--- src/rtl/next_tx_arbiter_if.sv ---
// Signal bundle around next_tx_arbiter: source requests, retrieval pulses and the packet slot.
// slave  : the arbiter (consumes requests, drives the packet slot).
// master : the upstream sources together with the serial sender.
interface next_tx_arbiter_if;
  logic        pwr_req;
  logic        kbd_valid;
  logic        kbd_is_mouse;
  logic [15:0] kbd_data;
  logic        kbd_retrieved;
  logic        mic_valid;
  logic [31:0] mic_data;
  logic        mic_retrieved;
  logic [39:0] out_data;
  logic        out_valid;
  logic        out_retrieved;
  logic        drop_pulse;
  logic [1:0]  grant_id;

  modport slave (
    input  pwr_req, kbd_valid, kbd_is_mouse, kbd_data, mic_valid, mic_data, out_retrieved,
    output kbd_retrieved, mic_retrieved, out_data, out_valid, drop_pulse, grant_id
  );

  modport master (
    output pwr_req, kbd_valid, kbd_is_mouse, kbd_data, mic_valid, mic_data, out_retrieved,
    input  kbd_retrieved, mic_retrieved, out_data, out_valid, drop_pulse, grant_id
  );
endinterface

--- src/rtl/next_tx_arbiter.sv ---
// Upstream packet scheduler: arbitrates power-on, keyboard/mouse and microphone
// requests into one 40-bit slot, holds it for the sender or drops it on timeout,
// then forces an idle gap before the next grant.
module next_tx_arbiter #(
  parameter logic [7:0]  HDR_POWER  = 8'h01,
  parameter logic [7:0]  HDR_KBD    = 8'h02,
  parameter logic [7:0]  HDR_MOUSE  = 8'h03,
  parameter logic [7:0]  HDR_MIC    = 8'h04,
  parameter int unsigned GAP_CYCLES = 32'd2,
  parameter int unsigned TIMEOUT    = 32'd16384,
  parameter int unsigned CNT_W      = 32'd15
) (
  input  logic             mon_clk,
  input  logic             hw_reset_n,
  next_tx_arbiter_if.slave bus
);

  typedef enum logic [1:0] {
    ST_IDLE = 2'd0,
    ST_HOLD = 2'd1,
    ST_GAP  = 2'd2
  } state_t;

  localparam logic [1:0]       GID_NONE     = 2'd0;
  localparam logic [1:0]       GID_PWR      = 2'd1;
  localparam logic [1:0]       GID_KBD      = 2'd2;
  localparam logic [1:0]       GID_MIC      = 2'd3;
  localparam logic [CNT_W-1:0] CNT_MAX      = {CNT_W{1'b1}};
  localparam logic [CNT_W-1:0] CNT_ONE      = {{(CNT_W-1){1'b0}}, 1'b1};
  localparam logic [CNT_W-1:0] TIMEOUT_LAST = CNT_W'(TIMEOUT - 32'd1);
  localparam logic [CNT_W-1:0] GAP_LAST     = CNT_W'(GAP_CYCLES - 32'd1);
  localparam bit               TIMEOUT_EN   = (TIMEOUT != 32'd0);
  localparam bit               GAP_EN       = (GAP_CYCLES != 32'd0);

  state_t           r_state;
  state_t           w_state_nxt;
  logic [CNT_W-1:0] r_cnt;
  logic             r_pwr_pending;
  logic             r_rr_mic;       // 1: mic goes first on a kbd/mic tie
  logic [39:0]      r_out_data;
  logic             r_out_valid;
  logic [1:0]       r_grant_id;
  logic             r_kbd_ret;
  logic             r_mic_ret;
  logic             w_grant_pwr;
  logic             w_grant_kbd;
  logic             w_grant_mic;
  logic             w_timeout;
  logic             w_drop;
  logic [39:0]      w_pkt_nxt;

  // Grant selection: only in IDLE, power first, then round-robin kbd/mic.
  always_comb begin
    w_grant_pwr = 1'b0;
    w_grant_kbd = 1'b0;
    w_grant_mic = 1'b0;
    if (r_state == ST_IDLE) begin
      if (r_pwr_pending) begin
        w_grant_pwr = 1'b1;
      end else if (bus.kbd_valid && (!r_rr_mic || !bus.mic_valid)) begin
        w_grant_kbd = 1'b1;
      end else if (bus.mic_valid) begin
        w_grant_mic = 1'b1;
      end else begin
        w_grant_pwr = 1'b0;
      end
    end else begin
      w_grant_pwr = 1'b0;
    end
  end

  // The timer value is the number of HOLD cycles already completed; the drop is
  // flagged in the last allowed cycle and suppressed if the sender takes it then.
  assign w_timeout = TIMEOUT_EN && (r_cnt == TIMEOUT_LAST);
  assign w_drop    = (r_state == ST_HOLD) && w_timeout && !bus.out_retrieved;

  // Next-state logic for IDLE -> HOLD -> GAP -> IDLE.
  always_comb begin
    w_state_nxt = r_state;
    case (r_state)
      ST_IDLE: begin
        if (w_grant_pwr || w_grant_kbd || w_grant_mic) begin
          w_state_nxt = ST_HOLD;
        end else begin
          w_state_nxt = ST_IDLE;
        end
      end
      ST_HOLD: begin
        if (bus.out_retrieved || w_timeout) begin
          w_state_nxt = GAP_EN ? ST_GAP : ST_IDLE;
        end else begin
          w_state_nxt = ST_HOLD;
        end
      end
      ST_GAP: begin
        if (r_cnt == GAP_LAST) begin
          w_state_nxt = ST_IDLE;
        end else begin
          w_state_nxt = ST_GAP;
        end
      end
      default: w_state_nxt = ST_IDLE;
    endcase
  end

  // Packet formatting for the source being granted this cycle.
  always_comb begin
    w_pkt_nxt = r_out_data;
    if (w_grant_pwr) begin
      w_pkt_nxt = {HDR_POWER, 32'h0000_0000};
    end else if (w_grant_kbd) begin
      w_pkt_nxt = {(bus.kbd_is_mouse ? HDR_MOUSE : HDR_KBD), 16'h0000, bus.kbd_data};
    end else if (w_grant_mic) begin
      w_pkt_nxt = {HDR_MIC, bus.mic_data};
    end else begin
      w_pkt_nxt = r_out_data;
    end
  end

  // State register.
  always_ff @(posedge mon_clk or negedge hw_reset_n) begin
    if (!hw_reset_n) begin
      r_state <= ST_IDLE;
    end else begin
      r_state <= w_state_nxt;
    end
  end

  // Per-state cycle counter: cleared on each state change, saturates instead of wrapping.
  always_ff @(posedge mon_clk or negedge hw_reset_n) begin
    if (!hw_reset_n) begin
      r_cnt <= {CNT_W{1'b0}};
    end else if (w_state_nxt != r_state) begin
      r_cnt <= {CNT_W{1'b0}};
    end else if (r_cnt != CNT_MAX) begin
      r_cnt <= r_cnt + CNT_ONE;
    end else begin
      r_cnt <= r_cnt;
    end
  end

  // Pending power request (a new request beats a same-cycle grant) and round-robin pointer.
  always_ff @(posedge mon_clk or negedge hw_reset_n) begin
    if (!hw_reset_n) begin
      r_pwr_pending <= 1'b0;
      r_rr_mic      <= 1'b0;
    end else begin
      if (bus.pwr_req) begin
        r_pwr_pending <= 1'b1;
      end else if (w_grant_pwr) begin
        r_pwr_pending <= 1'b0;
      end else begin
        r_pwr_pending <= r_pwr_pending;
      end
      if (w_grant_kbd) begin
        r_rr_mic <= 1'b1;
      end else if (w_grant_mic) begin
        r_rr_mic <= 1'b0;
      end else begin
        r_rr_mic <= r_rr_mic;
      end
    end
  end

  // Packet slot and grant-side outputs, all valid one cycle after the grant edge.
  always_ff @(posedge mon_clk or negedge hw_reset_n) begin
    if (!hw_reset_n) begin
      r_out_data  <= 40'h00_0000_0000;
      r_out_valid <= 1'b0;
      r_grant_id  <= GID_NONE;
      r_kbd_ret   <= 1'b0;
      r_mic_ret   <= 1'b0;
    end else begin
      r_out_data  <= w_pkt_nxt;
      r_out_valid <= (w_state_nxt == ST_HOLD);
      r_kbd_ret   <= w_grant_kbd;
      r_mic_ret   <= w_grant_mic;
      if (w_grant_pwr) begin
        r_grant_id <= GID_PWR;
      end else if (w_grant_kbd) begin
        r_grant_id <= GID_KBD;
      end else if (w_grant_mic) begin
        r_grant_id <= GID_MIC;
      end else begin
        r_grant_id <= r_grant_id;
      end
    end
  end

  assign bus.out_data      = r_out_data;
  assign bus.out_valid     = r_out_valid;
  assign bus.grant_id      = r_grant_id;
  assign bus.kbd_retrieved = r_kbd_ret;
  assign bus.mic_retrieved = r_mic_ret;
  assign bus.drop_pulse    = w_drop;

endmodule
--- src/flat_wrapper.sv ---
// flat-port wrapper written by rule: the top's interface ports become plain ports
module next_tx_arbiter_flat 
#(
  parameter logic [7:0]  HDR_POWER  = 8'h01,
  parameter logic [7:0]  HDR_KBD    = 8'h02,
  parameter logic [7:0]  HDR_MOUSE  = 8'h03,
  parameter logic [7:0]  HDR_MIC    = 8'h04,
  parameter int unsigned GAP_CYCLES = 32'd2,
  parameter int unsigned TIMEOUT    = 32'd16384,
  parameter int unsigned CNT_W      = 32'd15
)
  (mon_clk, hw_reset_n, bus_pwr_req, bus_kbd_valid, bus_kbd_is_mouse, bus_kbd_data, bus_mic_valid, bus_mic_data, bus_out_retrieved, bus_kbd_retrieved, bus_mic_retrieved, bus_out_data, bus_out_valid, bus_drop_pulse, bus_grant_id);
  next_tx_arbiter_if bus_i ();
  input  logic mon_clk;
  input  logic hw_reset_n;
  input wire logic [$bits(bus_i.pwr_req)-1:0] bus_pwr_req;
  input wire logic [$bits(bus_i.kbd_valid)-1:0] bus_kbd_valid;
  input wire logic [$bits(bus_i.kbd_is_mouse)-1:0] bus_kbd_is_mouse;
  input wire logic [$bits(bus_i.kbd_data)-1:0] bus_kbd_data;
  input wire logic [$bits(bus_i.mic_valid)-1:0] bus_mic_valid;
  input wire logic [$bits(bus_i.mic_data)-1:0] bus_mic_data;
  input wire logic [$bits(bus_i.out_retrieved)-1:0] bus_out_retrieved;
  output wire logic [$bits(bus_i.kbd_retrieved)-1:0] bus_kbd_retrieved;
  output wire logic [$bits(bus_i.mic_retrieved)-1:0] bus_mic_retrieved;
  output wire logic [$bits(bus_i.out_data)-1:0] bus_out_data;
  output wire logic [$bits(bus_i.out_valid)-1:0] bus_out_valid;
  output wire logic [$bits(bus_i.drop_pulse)-1:0] bus_drop_pulse;
  output wire logic [$bits(bus_i.grant_id)-1:0] bus_grant_id;
  assign bus_i.pwr_req = bus_pwr_req;
  assign bus_i.kbd_valid = bus_kbd_valid;
  assign bus_i.kbd_is_mouse = bus_kbd_is_mouse;
  assign bus_i.kbd_data = bus_kbd_data;
  assign bus_i.mic_valid = bus_mic_valid;
  assign bus_i.mic_data = bus_mic_data;
  assign bus_i.out_retrieved = bus_out_retrieved;
  assign bus_kbd_retrieved = bus_i.kbd_retrieved;
  assign bus_mic_retrieved = bus_i.mic_retrieved;
  assign bus_out_data = bus_i.out_data;
  assign bus_out_valid = bus_i.out_valid;
  assign bus_drop_pulse = bus_i.drop_pulse;
  assign bus_grant_id = bus_i.grant_id;
  next_tx_arbiter #(.HDR_POWER(HDR_POWER), .HDR_KBD(HDR_KBD), .HDR_MOUSE(HDR_MOUSE), .HDR_MIC(HDR_MIC), .GAP_CYCLES(GAP_CYCLES), .TIMEOUT(TIMEOUT), .CNT_W(CNT_W)) u_core (.mon_clk(mon_clk), .hw_reset_n(hw_reset_n), .bus(bus_i));
endmodule
--- config.mk ---
export PLATFORM = sky130hd
export DESIGN_NAME = next_tx_arbiter_flat
export DESIGN_NICKNAME = d
export VERILOG_FILES = /design/src/rtl/next_tx_arbiter_if.sv /design/src/rtl/next_tx_arbiter.sv /design/src/flat_wrapper.sv
export SDC_FILE = /design/constraint.sdc
export NUM_CORES = 1
export LEC_CHECK = 0
export BUFFER_PORTS_ARGS = -buffer_cell sky130_fd_sc_hd__buf_2
export CAP_MARGIN = 20
export CORE_UTILIZATION = 40
export CTS_CLUSTER_DIAMETER = 60
export DETAILED_ROUTE_END_ITERATION = 16
export PLACE_DENSITY_LB_ADDON = 0.12
export SETUP_SLACK_MARGIN = 0.5
export SKIP_LAST_GASP = 1
export SYNTH_ARGS = -nofsm -noshare
export SYNTH_HDL_FRONTEND = slang
export SYNTH_SLANG_ARGS = --single-unit
export TNS_END_PERCENT = 50
--- constraint.sdc ---
create_clock -name mon_clk -period 2.6 [get_ports mon_clk]
set_input_delay 0.39 -clock mon_clk [delete_from_list [all_inputs] [get_ports mon_clk]]
set_output_delay 0.39 -clock mon_clk [all_outputs]
set_load 0.01 [all_outputs]
==> metrics.txt, run 1 <==
DRC 0; Max VDD drop about 350 µV; Bufs on Longest Clock Path 2; Synth Area in Simple Gates 0.204; sequential share of the synthesized area 0.510; Final HPWL DP a little under 5 mm; ys async rst share 1.00; Row Count 30; Worst Path Arrival around 1700 ps; clk slew on worst S/H paths about 70 ps; GRT Overall Usage 0.193; Main synth FF type dfrtp_1; Max Cap Violations 0; first-pass GRT wire length 11.4 mm; Die W 87.1 µm; period utilization 0.793; Ys Warns 0; CTS tree yes; initial antenna violation count 0; global route overflow 0; Synth Area in XOR/XNOR 0.00605; cts bufs inserted 9; root buffer cell clkbuf_8; largest family of logic cells by synthesized area compound AO/OA/AOI/OAI gates; port bufs 95; Filler cells 684; number of routed nets with antenna violations 0; Compound-Gate Fraction of Synth Area 0.204; Core Util, Final 0.548; DIE HEIGHT 87.1 µm; proportion of synthesized area in mux cells 0.00735; clk_skew 11.6 ps; EDFF count, synth 0; Final Hold Violating Endpoints 0; Starting DRT DRC Count around 90; required time worst endpoint about 2200 ps; synthesized flop and latch total about 60; outcome finished, final reports clean; H-tree depth 3; later-pin clock latency in the skew report 330 ps; Startpoint Class flop; Avg Cell Area, Syn 9.61 µm²; P&R area growth vs syn 30.7%; initial core utilization 0.419; antenna fix cells 0; Max Clk Rate between 400 and 500 MHz; drt first pass iters 4; # IOs a little over 100; Slew @ Worst Pin around 950 ps; crit path capture type output pin; Netlist cell types 52; endpoints failing setup 0; largest net degree at the start of global routing 32; Via density a little over 5; Worst setup startpoint u_core.r_cnt[5]; fin crit period 2060 ps; Max Slew Vio Count 0; setup tns final 0 ps; total core area slightly below 7000 µm²; share of layout cells above drive strength 1 0.427; Routed WL a little over 7 mm; WS Path Type reg -> out; RSZ-0062 raised after global routing yes; die area approximately 7600 µm²; LEAKAGE ~0.0017 µW; Max-slew headroom 0.357; Mapped Cells between 300 and 400; number of global-route vias before repair ~2,400; Adder-Cell Fraction of Synth Area 0.00865; mapped cell area about 2900 µm²; GP Congestion between 0.8 and 0.9; Sinks on Clock Net 59; Power Density just over 900 nW/µm²; wire per inst ~14 µm; DR vias ~2,600; nets ~460; Crit Reg-Reg Startpoint u_core.r_state[1]; Hold Path Class in -> async; CP Max Fanout 7
-- cells in the final DEF (no fill, tap or decap), types with 3 or more instances in the layout --
| cell | synthesis | final |
|---|---|---|
| a21oi_1 | 22 | 22 |
| a21oi_2 | 16 | 16 |
| a222oi_1 | 3 | 3 |
| a22oi_1 | 6 | 6 |
| buf_2 | 9 | 95 |
| buf_4 | 5 | 17 |
| clkbuf_8 | 0 | 12 |
| conb_1 | 1 | 5 |
| dfrtp_1 | 59 | 48 |
| dfrtp_2 | 0 | 11 |
| inv_1 | 8 | 8 |
| nand2_1 | 43 | 43 |
| nand2_2 | 8 | 8 |
| nand2b_1 | 4 | 4 |
| nand3_1 | 5 | 4 |
| nand4_1 | 3 | 3 |
| nor2_1 | 24 | 24 |
| nor3_1 | 6 | 5 |
| nor4_1 | 5 | 5 |
| o21ai_0 | 11 | 11 |
| o21ai_1 | 13 | 13 |
| or3_1 | 5 | 5 |
-- registers in the layout, indices dropped and copies added, names as in the netlist --
signal	count
u_core.bus.out_data	35
u_core.r_cnt	15
u_core.bus.grant_id	2
u_core.r_state	2
u_core.bus.kbd_retrieved	1
u_core.bus.mic_retrieved	1
u_core.bus.out_valid	1
u_core.r_pwr_pending	1
u_core.r_rr_mic	1
-- synthesized netlist by cell type (all sizes together) (2+ instances only) --
library cell	n	share of area
or2	2	0.0052
inv	8	0.010
a311o	2	0.0069
a211o	2	0.0061
a222oi	3	0.010
o31ai	2	0.0052
a22oi	7	0.020
a21boi	2	0.0052
nor4	6	0.015
and4	2	0.0061
ha	2	0.0086
nor3	6	0.010
o21ai	24	0.042
a21o	2	0.0052
buf	18	0.042
nand4	4	0.014
nand2	51	0.073
or3	5	0.011
clkbuf	3	0.0039
nor2	24	0.031
nand2b	4	0.0086
dfrtp	59	0.51
nand3	6	0.012
xor2	2	0.0061
a21oi	38	0.086
or4	2	0.0052
-- per-stage QoR --
stage	hold WS, ps	cells	area (µm²)	setup WS [ps]	total power, µW
after floorplan	94.4	305	2910	629	2160
after global placement	417	481	3420	526	2590
after detailed placement	422	481	3420	485	2610
after CTS	64.3	501	3710	473	3520
after global routing	95.7	508	3780	462	3740
final	62.4	508	3780	537	3490
-- final timing paths --
path	endpoint	slack, ps	cells past startpoint
setup / recovery	bus_drop_pulse	540	4
hold / removal	u_core.bus.out_data[6]	60	1
setup reg to reg	u_core.bus.out_data[23]	600	5
hold reg to reg	u_core.bus.out_data[33]	490	1
max in group asynchronous	u_core.r_cnt[10]	1850	2
min in group mon_clk	u_core.r_pwr_pending	260	2
-- power breakdown --
part / internal [µW] / switching [µW] / leakage, µW
combinational: 516 / 760 / 0.000868
sequential: 1180 / 164 / 0.000755
clock: 518 / 358 / 0.000108
-- timing repair --
| action | in CTS | in global routing |
|---|---|---|
| gates resized for setup | 12 | 11 |
| cloned | 0 | 0 |
| buffers inserted | 4 | 7 |
| pin swaps | 2 | 2 |
| hold buffers | 0 | 0 |
| endpoints found under the setup margin | 2 | 33 |
-- critical path, cell delays in order, from the launching register on --
cell	delay, ps
dfrtp_2	420
nand3_4	120
or4_4	560
nor3_2	100
buf_2	150
-- kinds of logic (layout without fill, tap and decap cells) --
kind of cell / after synthesis / after routing
AOI/OAI and AO/OA: 88 / 88
xor gates and xnor gates: 2 / 2
adders and majority gates: 2 / 2
buffers and inverters: 30 / 137
DFF: 59 / 59
muxes: 2 / 2
other: 1 / 5
and+or+nand+nor: 117 / 117
-- routing by layer --
layer | vias to the layer above | part of all wire | GRT usage
li1 | 1268 | - | -
met1 | 1248 | 0.44 | 0.246
met2 | 79 | 0.49 | 0.327
met3 | 7 | 0.056 | 0.0351
met4 | 0 | 0.0090 | 0.0742
met5 | - | 0 | 0
-- area by class of cell --
cell class / count / area, µm² / share of cell area
sequential: 59 / 1490 / 0.394
multi-input combinational: 216 / 1320 / 0.348
timing repair buffer: 112 / 603 / 0.159
clock buffer: 12 / 165 / 0.0437
tap: 96 / 120 / 0.0318
clock inverter: 4 / 47.5 / 0.0126
inverter: 9 / 38.8 / 0.0103
Note: power is estimated with default switching activity, not from simulation.
==> run 2, diff against run 1 <==
--- a/config.mk
+++ b/config.mk
@@ -5,6 +5,7 @@
 export SDC_FILE = /design/constraint.sdc
 export NUM_CORES = 1
 export LEC_CHECK = 0
+export ABC_AREA = 1
 export BUFFER_PORTS_ARGS = -buffer_cell sky130_fd_sc_hd__buf_2
 export CAP_MARGIN = 20
 export CORE_UTILIZATION = 40
==> constraint.sdc (replaced) <==
create_clock -name mon_clk -period 2.1 [get_ports mon_clk]
set_input_delay 0.315 -clock mon_clk [delete_from_list [all_inputs] [get_ports mon_clk]]
set_output_delay 0.315 -clock mon_clk [all_outputs]
set_load 0.01 [all_outputs]
==> run 2 against run 1 <==
Against the previous run: combinational power is 59% higher; total power is 37% higher; register-to-register slack worse by 190 ps; first-iteration DRC count is 64% higher; synthesized cell count is 19% higher; final cell count is 13% higher; highest routed layer unchanged.
==> metrics.txt, run 2 <==
outcome finished, final reports clean (unchanged); Via density 4.67 (was 5.12); DR vias 2,685 (was 2,602); Sinks on Clock Net 59 (unchanged); P&R area growth vs syn 36.3% (was 30.7%); ys async rst share 1.00 (unchanged); Hold Path Class in -> reg (was in -> async); cell taking the most area after synthesis dfrtp_1 (unchanged); Final HPWL DP 4.35 mm (was 4.88 mm); largest net degree at the start of global routing 60 (was 32); Routed WL 7.14 mm (was 7.21 mm); endpoints failing setup 0 (unchanged); synthesized flop and latch total 59 (unchanged); Row Count 30 (unchanged); GRT Overall Usage 0.201 (was 0.193); min-delay src bus_mic_data[25]; Bufs on Longest Clock Path 2 (unchanged); clk slew on worst S/H paths 70 ps (about the same); RSZ-0062 raised after global routing yes (unchanged); period utilization 0.956; Commonest cells post-synth nand2_1, dfrtp_1, nor2_1, inv_1, nand3_1 (was dfrtp_1, nand2_1, nor2_1, a21oi_1, a21oi_2); Power Density 1220 nW/µm² (was 924 nW/µm²); share of layout cells above drive strength 1 0.349 (was 0.427); Mapped Cells 359 (was 301); most common cell after layout, fill and taps aside nand2_1 (was buf_2); EDFF count, synth 0 (unchanged); combinational power share 0.426 (was 0.365); most frequent cells in the layout nand2_1, buf_2, dfrtp_1 (was buf_2, dfrtp_1, nand2_1); Avg Cell Area, Syn 7.99 µm² (was 9.61 µm²); number of global-route vias before repair 2,363 (was 2,446); reg2reg setup slack 410 ps (was 600 ps); root buffer cell clkbuf_8 (unchanged); sequential share of the synthesized area 0.515 (was 0.510); # IOs 101 (unchanged); required time worst endpoint 1780 ps (was 2210 ps); Compound-Gate Fraction of Synth Area 0.0641 (was 0.204); Adder-Cell Fraction of Synth Area 0.00872 (was 0.00865); WS Path Type reg -> out (unchanged); port bufs 95 (unchanged); total core area 6870 µm² (was 6910 µm²); Max VDD drop 574 µV (was 352 µV); fin crit period about 2000 ps; Starting DRT DRC Count 146 (was 89); mapped cell area 2870 µm² (was 2890 µm²); number of routed nets with antenna violations 0 (unchanged); Startpoint Class flop (unchanged); Placed Instances 543 (was 481); Layout Cells excl Fill 575 (was 508); top-count cell post-synth nand2_1 (was dfrtp_1); Crit Reg-Reg Startpoint u_core.r_cnt[1] (was u_core.r_state[1]); die area 7520 µm² (was 7580 µm²); CP Max Fanout 4 (was 7); antenna fix cells 0 (unchanged); Max Slew Vio Count 0 (unchanged); first-pass GRT wire length 11.4 mm (about the same); sequential share of power 0.356 (was 0.384); share of the synthesized area in the top cell type 0.515 (was 0.510); initial antenna violation count 0 (unchanged); Design Power 4790 µW (was 3490 µW); Max Cap Violations 0 (unchanged); Synth Area in Simple Gates 0.325 (was 0.204); largest family of logic cells by synthesized area simple AND/OR/NAND/NOR gates (was compound AO/OA/AOI/OAI gates); initial core utilization 0.418 (was 0.419); max reg flops 35 (unchanged); r2r endpoint u_core.r_cnt[11] (was u_core.bus.out_data[23]); Die W 86.7 µm (was 87.1 µm); Final Hold Violating Endpoints 0 (unchanged); nets 531 (was 464); switch share 0.402 (was 0.367); DP Area 3420 µm² (about the same); cts bufs inserted 9 (unchanged); Main synth FF type dfrtp_1 (unchanged); clock power share 0.218 (was 0.251); LEAKAGE 0.00211 µW (was 0.00173 µW); Final Cell Area 3910 µm² (was 3780 µm²); proportion of synthesized area in mux cells 0 (was 0.00735); DRC 0 (unchanged); drt first pass iters 4 (unchanged); Worst Path Arrival 1690 ps (was 1670 ps); largest cells by area after synthesis dfrtp_1, nand2_1, nor2_1 (was dfrtp_1, nand2_1, a21oi_2); GP Congestion 0.780 (was 0.880); setup tns final 0 ps (unchanged); H-tree depth 3 (unchanged); Hold Path Depth 3; switching pwr 1920 µW (was 1280 µW); later-pin clock latency in the skew report 340 ps (was 330 ps); R2R cell count 11 (was 5); DIE HEIGHT 86.7 µm (was 87.1 µm); clk_skew 7.93 ps (was 11.6 ps); crit path capture type output pin (unchanged); global route overflow 0 (unchanged); cell internal pwr 2860 µW (was 2210 µW); Synth Area in XOR/XNOR 0.0122 (was 0.00605); Max Clk Rate approximately 500 MHz; hold endpoint u_core.bus.out_data[25]; CTS tree yes (unchanged); Netlist cell types 27 (was 52); wire per inst 12.4 µm (was 14.2 µm); Ys Warns 0 (unchanged)
run 2: changes by cell type after synthesis, moves of 6 or more:
| cell | delta |
|---|---|
| inv_1 | +15 |
| a21oi_1 | -22 |
| nor2_1 | +30 |
| inv_2 | +7 |
| a22oi_1 | -6 |
| a31oi_1 | +13 |
| o21ai_1 | -10 |
| nand2_1 | +88 |
| a21oi_2 | -15 |
| nand3_1 | +14 |
run 2: logic make-up (layout without fill, tap and decap cells):
kind of cell	Yosys count	in the layout
AO/OA/AOI/OAI	30	30
XOR/XNOR	4	4
adder cells (fa/ha/maj)	2	2
buffers and inverters	43	156
flip-flops	59	59
other	1	5
AND/OR/NAND/NOR	220	223
run 2: final cells by class:
cell class                 instances  area, µm²
multi-input combinational        264       1380
sequential                        59       1480
timing repair buffer             110        619
clock inverter                     5       52.6
inverter                          30        123
clock buffer                      11        141
fill                             652       2960
tap                               96        120
run 2: repair_timing:
| item | 4_1_cts | 5_1_grt |
|---|---|---|
| setup endpoints to repair | 37 | 47 |
| cloned | 3 | 0 |
| setup buffers | 5 | 7 |
| gates resized for setup | 11 | 26 |
| pin swaps | 7 | 12 |
| hold buffers | 1 | 0 |
| endpoints found under the hold margin | 59 | 0 |
run 2: worst max path at each step:
stage                                from        endpoint  slack, ps  cells after the start
after floorplan           u_core.r_cnt[0]  bus_drop_pulse        470                      8
after global placement    u_core.r_cnt[0]  bus_drop_pulse        310                      9
after detailed placement  u_core.r_cnt[0]  bus_drop_pulse        260                      9
after CTS                 u_core.r_cnt[0]  bus_drop_pulse         80                      9
after global routing      u_core.r_cnt[1]  bus_drop_pulse         20                      9
final                     u_core.r_cnt[5]  bus_drop_pulse         90                      8
run 2: metrics by stage:
| step | hold slack, ps | utilization | setup slack (ps) |
|---|---|---|---|
| global placement | 352 | 0.498 | 308 |
| global route | 162 | 0.569 | 23.7 |
| CTS | 152 | 0.542 | 77.5 |
| detailed placement | 352 | 0.498 | 262 |
| finish | 166 | 0.569 | 91.7 |
| floorplan | 19.4 | - | 474 |
run 2: power by group through the flow:
stage	Clock, µW	Sequential [µW]	Combinational (µW)
after floorplan	0	1850	972
after global placement	0	1700	1600
after detailed placement	0	1700	1620
after CTS	1060	1690	1760
after global routing	1120	1750	2260
final	1040	1700	2040
run 2: routing by layer:
layer	routed length, µm	global-route usage
met5	0	0
met4	91	0.0864
met3	318	0.0514
met2	3360	0.312
met1	3370	0.266
run 2: critical path, stage by stage, from the launching register on:
cell and delay, ps:
dfrtp_1 440, nand2_1 130, nor2_1 140, nand2_2 100
nor2_4 100, and3_4 190, nand2_2 50, nor2_2 70
buf_2 140
